File: config.mk
export PLATFORM = sky130hd
export DESIGN_NAME = csr_file_flat
export DESIGN_NICKNAME = d
export VERILOG_FILES = /design/src/rtl/csr_file_if.sv /design/src/rtl/csr_file.sv /design/src/flat_wrapper.sv
export SDC_FILE = /design/constraint.sdc
export NUM_CORES = 1
export LEC_CHECK = 0
export BUFFER_PORTS_ARGS = -buffer_cell sky130_fd_sc_hd__buf_2
export CAP_MARGIN = 5
export CORE_MARGIN = 10
export CORE_UTILIZATION = 59
export DETAILED_ROUTE_END_ITERATION = 10
export PLACE_DENSITY = 0.86
export SLEW_MARGIN = 20
export SYNTH_ARGS = -nofsm -noshare
export SYNTH_HDL_FRONTEND = slang
export SYNTH_SLANG_ARGS = --single-unit
File: constraint.sdc
create_clock -name clock -period 5 [get_ports clock]
set_input_delay 1.25 -clock clock [delete_from_list [all_inputs] [get_ports clock]]
set_output_delay 1.25 -clock clock [all_outputs]
set_load 0.02 [all_outputs]
File: src/rtl/csr_file_if.sv
// CSR access bus between the instruction decoder (master) and the CSR file (slave).
// It carries the access strobes, the address and operand, the read result and the illegal flag.
interface csr_file_if;
    logic        CSR_read_en;
    logic        CSR_write_en;
    logic        CSR_set_en;
    logic        CSR_clear_en;
    logic [11:0] CSR_address;
    logic [31:0] CSR_write_data;
    logic [31:0] CSR_read_data;
    logic        CSR_illegal;

    modport master (
        output CSR_read_en, CSR_write_en, CSR_set_en, CSR_clear_en,
        output CSR_address, CSR_write_data,
        input  CSR_read_data, CSR_illegal
    );

    modport slave (
        input  CSR_read_en, CSR_write_en, CSR_set_en, CSR_clear_en,
        input  CSR_address, CSR_write_data,
        output CSR_read_data, CSR_illegal
    );
endinterface

File: src/rtl/csr_file.sv
// Machine-mode CSR file: trap/MRET state, 64-bit cycle and instret counters, read-before-write access.
// Illegal accesses leave all state untouched and raise a one-cycle CSR_illegal pulse.
module csr_file #(
    parameter int CORE            = 0,
    parameter int SCAN_CYCLES_MIN = 0,
    parameter int SCAN_CYCLES_MAX = 1000
) (
    input  logic        clock,
    input  logic        reset,
    csr_file_if.slave   bus,
    input  logic        instret_inc,
    input  logic        trap_en,
    input  logic [31:0] trap_pc,
    input  logic [31:0] trap_cause,
    input  logic [31:0] trap_value,
    input  logic        mret_en,
    output logic [31:0] mtvec_out,
    output logic [31:0] mepc_out,
    output logic        global_int_en,
    input  logic        scan
);

    logic        mstatus_mie, mstatus_mpie;
    logic [31:0] mie_q, mtvec_q, mscratch_q, mepc_q, mcause_q, mtval_q;
    logic [63:0] mcycle_q, minstret_q;
    logic [31:0] scan_cycles;

    logic [31:0] csr_rdata, wr_value;
    logic        implemented, read_only;
    logic        wr_any, wr_illegal, illegal, do_write;
    logic        cycle_written, instret_written;

    // NOTE: every signal assigned in this block gets a default first, so no latch is inferred.
    always_comb begin
        csr_rdata   = '0;
        implemented = 1'b1;
        read_only   = 1'b0;
        case (bus.CSR_address)
            12'h300: csr_rdata = {19'b0, 2'b11, 3'b0, mstatus_mpie, 3'b0, mstatus_mie, 3'b0};
            12'h301: begin csr_rdata = 32'h4000_0100; read_only = 1'b1; end
            12'h304: csr_rdata = mie_q;
            12'h305: csr_rdata = mtvec_q;
            12'h340: csr_rdata = mscratch_q;
            12'h341: csr_rdata = mepc_q;
            12'h342: csr_rdata = mcause_q;
            12'h343: csr_rdata = mtval_q;
            12'h344: read_only = 1'b1;
            12'hB00: csr_rdata = mcycle_q[31:0];
            12'hB80: csr_rdata = mcycle_q[63:32];
            12'hB02: csr_rdata = minstret_q[31:0];
            12'hB82: csr_rdata = minstret_q[63:32];
            12'hC00: begin csr_rdata = mcycle_q[31:0];    read_only = 1'b1; end
            12'hC80: begin csr_rdata = mcycle_q[63:32];   read_only = 1'b1; end
            12'hC02: begin csr_rdata = minstret_q[31:0];  read_only = 1'b1; end
            12'hC82: begin csr_rdata = minstret_q[63:32]; read_only = 1'b1; end
            12'hF14: begin csr_rdata = 32'(CORE);         read_only = 1'b1; end
            default: implemented = 1'b0;
        endcase
    end

    // A trap swallows any same-cycle modifying access, including its illegal flag.
    assign wr_any     = bus.CSR_write_en | bus.CSR_set_en | bus.CSR_clear_en;
    assign wr_illegal = wr_any & ((bus.CSR_address[11:10] == 2'b11) | read_only | ~implemented);
    assign illegal    = (wr_illegal & ~trap_en) | (bus.CSR_read_en & ~implemented);
    assign do_write   = wr_any & ~wr_illegal & ~trap_en;

    assign wr_value = bus.CSR_write_en ? bus.CSR_write_data :
                      bus.CSR_set_en   ? (csr_rdata |  bus.CSR_write_data) :
                                         (csr_rdata & ~bus.CSR_write_data);

    assign cycle_written   = do_write & ((bus.CSR_address == 12'hB00) | (bus.CSR_address == 12'hB80));
    assign instret_written = do_write & ((bus.CSR_address == 12'hB02) | (bus.CSR_address == 12'hB82));

    // NOTE: state updates use non-blocking assignments so every register samples pre-edge values.
    always_ff @(posedge clock) begin
        if (reset) begin
            mstatus_mie       <= 1'b0;
            mstatus_mpie      <= 1'b0;
            mie_q             <= '0;
            mtvec_q           <= '0;
            mscratch_q        <= '0;
            mepc_q            <= '0;
            mcause_q          <= '0;
            mtval_q           <= '0;
            mcycle_q          <= '0;
            minstret_q        <= '0;
            scan_cycles       <= '0;
            bus.CSR_read_data <= '0;
            bus.CSR_illegal   <= 1'b0;
        end else begin
            scan_cycles     <= scan_cycles + 32'd1;
            bus.CSR_illegal <= illegal;
            if (bus.CSR_read_en)
                bus.CSR_read_data <= csr_rdata;
            if (!cycle_written)
                mcycle_q <= mcycle_q + 64'd1;
            if (instret_inc && !instret_written)
                minstret_q <= minstret_q + 64'd1;

            if (trap_en) begin
                mepc_q       <= trap_pc & ~32'd3;
                mcause_q     <= trap_cause;
                mtval_q      <= trap_value;
                mstatus_mpie <= mstatus_mie;
                mstatus_mie  <= 1'b0;
            end else if (mret_en) begin
                mstatus_mie  <= mstatus_mpie;
                mstatus_mpie <= 1'b1;
            end

            // Software access lands last, so it wins over MRET on mstatus in the same cycle.
            if (do_write) begin
                case (bus.CSR_address)
                    12'h300: begin
                        mstatus_mie  <= wr_value[3];
                        mstatus_mpie <= wr_value[7];
                    end
                    12'h304: mie_q      <= wr_value;
                    12'h305: mtvec_q    <= {wr_value[31:2], 2'b00};
                    12'h340: mscratch_q <= wr_value;
                    12'h341: mepc_q     <= {wr_value[31:2], 2'b00};
                    12'h342: mcause_q   <= wr_value;
                    12'h343: mtval_q    <= wr_value;
                    12'hB00: mcycle_q   <= {mcycle_q[63:32], wr_value};
                    12'hB80: mcycle_q   <= {wr_value, mcycle_q[31:0]};
                    12'hB02: minstret_q <= {minstret_q[63:32], wr_value};
                    12'hB82: minstret_q <= {wr_value, minstret_q[31:0]};
                    default: ;
                endcase
            end
        end
    end

    assign mtvec_out     = mtvec_q;
    assign mepc_out      = mepc_q;
    assign global_int_en = mstatus_mie;

`ifndef SYNTHESIS
    always_ff @(posedge clock) begin
        if (!reset && scan && int'(scan_cycles) >= SCAN_CYCLES_MIN
                && int'(scan_cycles) <= SCAN_CYCLES_MAX)
            $display("[csr %0d] cyc=%0d addr=%03h r=%b w=%b s=%b c=%b rdata=%08h mstatus=%b/%b mcycle=%0d",
                     CORE, scan_cycles, bus.CSR_address, bus.CSR_read_en, bus.CSR_write_en,
                     bus.CSR_set_en, bus.CSR_clear_en, bus.CSR_read_data,
                     mstatus_mpie, mstatus_mie, mcycle_q);
    end
`endif

endmodule

File: src/flat_wrapper.sv
// flat-port wrapper written by rule: the top's interface ports become plain ports
module csr_file_flat 
#(
    parameter int CORE            = 0,
    parameter int SCAN_CYCLES_MIN = 0,
    parameter int SCAN_CYCLES_MAX = 1000
)
  (clock, reset, instret_inc, trap_en, trap_pc, trap_cause, trap_value, mret_en, mtvec_out, mepc_out, global_int_en, scan, bus_CSR_read_en, bus_CSR_write_en, bus_CSR_set_en, bus_CSR_clear_en, bus_CSR_address, bus_CSR_write_data, bus_CSR_read_data, bus_CSR_illegal);
  csr_file_if bus_i ();
  input  logic clock;
  input  logic reset;
  input  logic instret_inc;
  input  logic trap_en;
  input  logic [31:0] trap_pc;
  input  logic [31:0] trap_cause;
  input  logic [31:0] trap_value;
  input  logic mret_en;
  output logic [31:0] mtvec_out;
  output logic [31:0] mepc_out;
  output logic global_int_en;
  input  logic scan;
  input wire logic [$bits(bus_i.CSR_read_en)-1:0] bus_CSR_read_en;
  input wire logic [$bits(bus_i.CSR_write_en)-1:0] bus_CSR_write_en;
  input wire logic [$bits(bus_i.CSR_set_en)-1:0] bus_CSR_set_en;
  input wire logic [$bits(bus_i.CSR_clear_en)-1:0] bus_CSR_clear_en;
  input wire logic [$bits(bus_i.CSR_address)-1:0] bus_CSR_address;
  input wire logic [$bits(bus_i.CSR_write_data)-1:0] bus_CSR_write_data;
  output wire logic [$bits(bus_i.CSR_read_data)-1:0] bus_CSR_read_data;
  output wire logic [$bits(bus_i.CSR_illegal)-1:0] bus_CSR_illegal;
  assign bus_i.CSR_read_en = bus_CSR_read_en;
  assign bus_i.CSR_write_en = bus_CSR_write_en;
  assign bus_i.CSR_set_en = bus_CSR_set_en;
  assign bus_i.CSR_clear_en = bus_CSR_clear_en;
  assign bus_i.CSR_address = bus_CSR_address;
  assign bus_i.CSR_write_data = bus_CSR_write_data;
  assign bus_CSR_read_data = bus_i.CSR_read_data;
  assign bus_CSR_illegal = bus_i.CSR_illegal;
  csr_file #(.CORE(CORE), .SCAN_CYCLES_MIN(SCAN_CYCLES_MIN), .SCAN_CYCLES_MAX(SCAN_CYCLES_MAX)) u_core (.clock(clock), .reset(reset), .bus(bus_i), .instret_inc(instret_inc), .trap_en(trap_en), .trap_pc(trap_pc), .trap_cause(trap_cause), .trap_value(trap_value), .mret_en(mret_en), .mtvec_out(mtvec_out), .mepc_out(mepc_out), .global_int_en(global_int_en), .scan(scan));
endmodule
# == Word-level counts from Yosys, hierarchy flattened ==
# Index checks and enable logic that the tools add are counted.
# word_totals
regBits,353
output_inout_bits,98
elab_cells,98
in_bits,150
# op_classes
n_eq_ne,23
bitwise,20
reduce_logical,11
addsub,2
n_mux,28
# ops
cell,count
32-bit case mux with 12 select lines,1
32-bit 2-to-1 mux,11
64-bit 2-to-1 mux,4
64-bit case mux with 2 select lines,2
64-bit by 1-bit adder with 64-bit output (second input constant),2
12-bit by 10-bit equality test with 1-bit output (second input constant),9
12-bit equality test (second input constant),9
32-bit bitwise AND,1
32-bit inverter,1
32-bit OR,1
18-bit OR reduction,1
1-bit 2-to-1 mux,10
2-bit inequality test (second input constant),4
2-bit OR reduction,4
1-bit bitwise AND,7
1-bit OR,7
7-bit OR reduction,1
2-bit AND reduction,3
1-bit inverter,3
2-bit equality test (second input constant),1
1-bit logical AND,1
1-bit logical NOT,1

# == Longest topological paths before layout ==
# logic_depth
ltp_word,15
mapped_depth,11

# == Worst setup path before layout ==
# Ideal clock, no wire load.
# synth_timing
path_type,input-to-reg
start,input bus_CSR_address[7]
end,register u_core.minstret_q[49]
setup_slack_ns,1.103
stages,10
path_buffers,4
arrival_ns,3.751
required_time_ns,4.854
cell_sequence,buf_2 > buf_2 > clkbuf_1 > clkbuf_1 > mux2i_1 > nor2_1 > a2111oi_0 > nor3_1 > a21oi_1 > o221ai_1
# synth_via
elab_chain_cells,15
elab_cells_between_ends,46
# synth_lines
item,line_no,text
"start, declared",flat_wrapper.sv:26,input wire logic [$bits(bus_i.CSR_address)-1:0] bus_CSR_address;
12-bit by 10-bit equality test with 1-bit output (tied with other cells),csr_file.sv:38,case (bus.CSR_address)
7-bit OR reduction (no source line) / 18-bit OR reduction (equally long branches),-,
1-bit 2-to-1 mux,csr_file.sv:38,
1-bit OR / 1-bit inverter (equally long branches),csr_file.sv:63,assign wr_illegal = wr_any & ((bus.CSR_address[11:10] == 2'b11) | read_only | ~implemented);
1-bit OR,csr_file.sv:63,
1-bit bitwise AND,csr_file.sv:63,
1-bit inverter,csr_file.sv:65,assign do_write = wr_any & ~wr_illegal & ~trap_en;
1-bit bitwise AND (2 in a row),csr_file.sv:65,
1-bit bitwise AND,csr_file.sv:72,assign instret_written = do_write & ((bus.CSR_address == 12'hB02) | (bus.CSR_address == 12'hB82));
1-bit logical NOT,csr_file.sv:97,if (instret_inc && !instret_written)
1-bit logical AND,csr_file.sv:97,
64-bit 2-to-1 mux,csr_file.sv:97,
64-bit case mux with 2 select lines,csr_file.sv:113,case (bus.CSR_address)
64-bit 2-to-1 mux,csr_file.sv:112,if (do_write) begin
"end signal, assigned",csr_file.sv:98,minstret_q <= minstret_q + 64'd1;
"end signal, assigned",csr_file.sv:126,"12'hB02: minstret_q <= {minstret_q[63:32], wr_value};"
"end signal, assigned",csr_file.sv:127,"12'hB82: minstret_q <= {wr_value, minstret_q[31:0]};"
"end, declared",csr_file.sv:25,"logic [63:0] mcycle_q, minstret_q;"
# Several ways; a longest one is shown, not always the timed one.
# A chain may end at the register's enable or synchronous reset.

# == Final worst setup path ==
# layout_timing
start,input bus_CSR_address[0]
end,register u_core.minstret_q[3]
# The elaborated chain is that of the path after synthesis.

==> flow_summary_export.csv <==
group,metric,value,unit
route,routed.top_layer,"met5",
power_and_ir_drop,fin_total_pwr,6700,uW
sta,maxSlewHeadroom,11.6,%
grt,globalRouteTotalUtil,42.6,%
route,dr.pass1.iters,6,
setup_path,cp.buffers_inverters,5,
floorplan,fp.dieW,204,um
setup_path,crit_path_frequent_cell,"buf_4",
setup_path,start_kind,"input pin",
setup_path,crit_path_cell_trace,"buf_2, buf_4, buf_4, mux2_2, a22oi_1, nor2_1, a2111oi_0, buf_4, nor3_1, a21oi_1, buf_12, o22ai_1",
sta,timing.fmax,219,MHz
setup_path,worstPathRequired,5420,ps
sta,skew,24.0,ps
sta,period_share,91.2,%
route,antenna_left,0,
route,route.detailed.drc,0,
hold_path,min_from,"u_core.mie_q[27]$_SDFFE_PP0P_",
grt,grt_pass1_wl,136,mm
synth,synth_edf_count,0,
synth,ys_ff_latch,353,
sta,hold_viol,0,
synth,async_flop_share,0,%
route,wl_per_cell,29.4,um
synth,ys_warn_count,0,
setup_path,end_kind,"flop",
setup_path,crit_path_max_fanout,22,
setup_path,r2r_end,"u_core.mcycle_q[60]$_SDFFE_PP0P_",
sta,tightest_slew,1290,ps
synth,synth_cell_type_count,82,
floorplan,dieArea,0.0418,mm^2
hold_path,holdPathStages,2,
grt,antenna_found_initial,4,
synth,postSynthCellCount,2519,
route,drt-total-wl,93.5,mm
final_layout,drive_gt1_share,20.7,%
route,via_per_inst,7.30,
final_layout,layout_commonest_cell,"dfxtp_1",
final_layout,final_core_util,69.7,%
clocking,ctsHoldBuffers,0,
synth,ys_seq_area_share,35.2,%
final_layout,final_nets,2852,
synth,postSynthAreaPerCell,7.96,um^2
clocking,cts_tree,"built",
final_layout,multi_input_area,0.0122,mm^2
outcome,status,"finished clean",
flow_run,drv_cap,0,
power_and_ir_drop,max-vdd-ir-drop,0.338,mV
grt,grt_pass1_vias,21200,
sta,slew_viol_final,0,
clocking,post-cts-setup-buffers,0,
route,vias,23200,
synth,syn-cell-area,0.0201,mm^2
synth,yosysTopAreaCell,"dfxtp_1",
sta,rsz0062_at_grt,"no",
route,wl_met3,15.2,mm
sta,fin_crit,4560,ps
clocking,h-tree-depth,2,
setup_path,slowest_stage,"a2111oi_0",
sta,final.setup.tns,0,ps
power_and_ir_drop,power_density,287,mW/mm^2
setup_path,r2r_cells,7,
synth,synth_top_area_share,35.2,%
final_layout,seqCellArea,0.00707,mm^2
final_layout,area.growth.synth_to_final,16.6,%
clocking,ctsResizeCount,0,
floorplan,start_util,59.8,%
final_layout,fillerInstances,2724,
hold_path,min_path_type,"flop to flop",
floorplan,std_cell_rows,67,
floorplan,io_pins,248,
clocking,clkSlewWorstSetupHoldPaths,60,ps
hold_path,min_to,"u_core.mie_q[27]$_SDFFE_PP0P_",
route,dr_wl_met2,37.7,mm
synth,netlist_top_cells_area,"dfxtp_1, mux2i_1, a21oi_1, a211oi_1, nor2_1",
final_layout,final_cell_mix,"dfxtp_1, nor2_1, nand2_1",
setup_path,cp.arrival,4980,ps
setup_path,worstSetupPathDepth,12,
clocking,cts_buffers,40,
floorplan,fp.dieH,204,um
placed_design,hpwl,65.6,mm
floorplan,core,0.0335,mm^2
power_and_ir_drop,p_leak,0.00878,uW
setup_path,critPathKind,"input pin to flop",
clocking,clock_latency,600,ps
route,wl_met1,32.9,mm
grt,grt_max_degree,183,
setup_path,slowest_delay,1020,ps
setup_path,reg2reg_slack,1570,ps
setup_path,r2r-start,"u_core.mcycle_q[9]$_SDFFE_PP0P_",
route,drt-initial-drc-count,4167,
synth,synth_ff_type,"dfxtp_1",
clocking,root_buffer,"clkbuf_16",
setup_path,crit_family,"compound AO/OA/AOI/OAI gates",
clocking,clockBufferDepth,3,
placed_design,io_buffers,242,
placed_design,gp_congestion,1.15,
sta,setup_viol,0,
clocking,cts_sinks,353,
grt,grt_overflow,0,
## layer usage
layer | vias up | global-route usage (%)
li1 | 9761 | -
met1 | 10900 | 53.9
met2 | 2125 | 59.4
met3 | 423 | 15.2
met4 | 4 | 29.5
met5 | - | 0
## where the power goes
part / switching, uW / internal [uW] / total [uW] / leakage [uW]
combinational: 486 / 243 / 729 / 0.00524
clock: 1300 / 1750 / 3050 / 0.000663
sequential: 46.8 / 2870 / 2920 / 0.00287
## cell usage after synthesis (all sizes together) (7+ instances only)
library cell,count
or4,19
nor4,28
nand4b,8
xnor2,14
and2,21
clkbuf,200
a31oi,49
o22a,13
nor2,269
nand4,54
a2bb2oi,7
o211a,13
and4,17
o31ai,22
a21oi,213
and3,34
xor2,7
nor3b,9
mux2i,122
o211ai,19
o32ai,9
mux2,74
inv,9
a22oi,46
a211oi,137
or3,14
o21ai,132
nand2,263
nand3,75
o2bb2ai,9
o21a,9
o31a,15
buf,28
nand2b,7
nor3,60
dfxtp,353
or2,7
o22ai,42
mux4,11
## worst max-delay path by stage
stage,startpoint,endpoint,slack (ps)
after global routing,bus_CSR_address[0],u_core.mtval_q[3]$_SDFF_PP0_,490
final,bus_CSR_address[0],u_core.minstret_q[3]$_SDFFE_PP0P_,440
after CTS,bus_CSR_address[0],u_core.minstret_q[3]$_SDFFE_PP0P_,850
after global placement,bus_CSR_address[0],u_core.minstret_q[35]$_SDFFE_PP0P_,280
after detailed placement,bus_CSR_address[0],u_core.minstret_q[35]$_SDFFE_PP0P_,290
after floorplan,bus_CSR_address[7],u_core.minstret_q[49]$_SDFFE_PP0P_,1100
## registers in the layout, indices dropped and copies added (netlist names)
signal                    flops
u_core.mstatus_mpie           1
u_core.mtvec_out             30
u_core.mscratch_q            32
u_core.mcause_q              32
u_core.minstret_q            64
u_core.mtval_q               32
u_core.bus.CSR_read_data     32
u_core.bus.CSR_illegal        1
u_core.mie_q                 32
u_core.mcycle_q              64
u_core.global_int_en          1
u_core.mepc_out              32
## worst reg2reg max path, delay by kind of cell (launching register included)
family / cells / cell delay, ps
flops: 1 / 520
compound gates: 3 / 620
simple gates: 4 / 2170
## layout make-up
type / instances / area share (%)
clock buffer: 52 / 4.81
antenna: 2 / 0.0214
inverter: 9 / 0.144
sequential: 353 / 30.2
multi-input combinational: 1930 / 52.1
clock inverter: 17 / 0.851
tap: 448 / 2.40
timing repair buffer: 366 / 9.43
## kinds of logic after synthesis
family	after synthesis	synth area share, %
buffers and inverters	237	4.54
AOI/OAI and AO/OA	791	25.9
DFF	353	35.2
xor gates and xnor gates	21	0.917
and+or+nand+nor	907	21.8
muxes	207	11.5
adders and majority gates	2	0.125
other	1	0.0187
## metrics by stage
stage                     worst slack, ps  cell area (um^2)  instances  hold slack (ps)
final                                 438             23400       3177              461
after CTS                             849             23400       3175              459
after floorplan                      1100             20100       2520              429
after global placement                281             22100       3106              435
after detailed placement              290             22100       3106              449
after global routing                  494             23400       3176              477
Power figures use the tool's default switching activity.
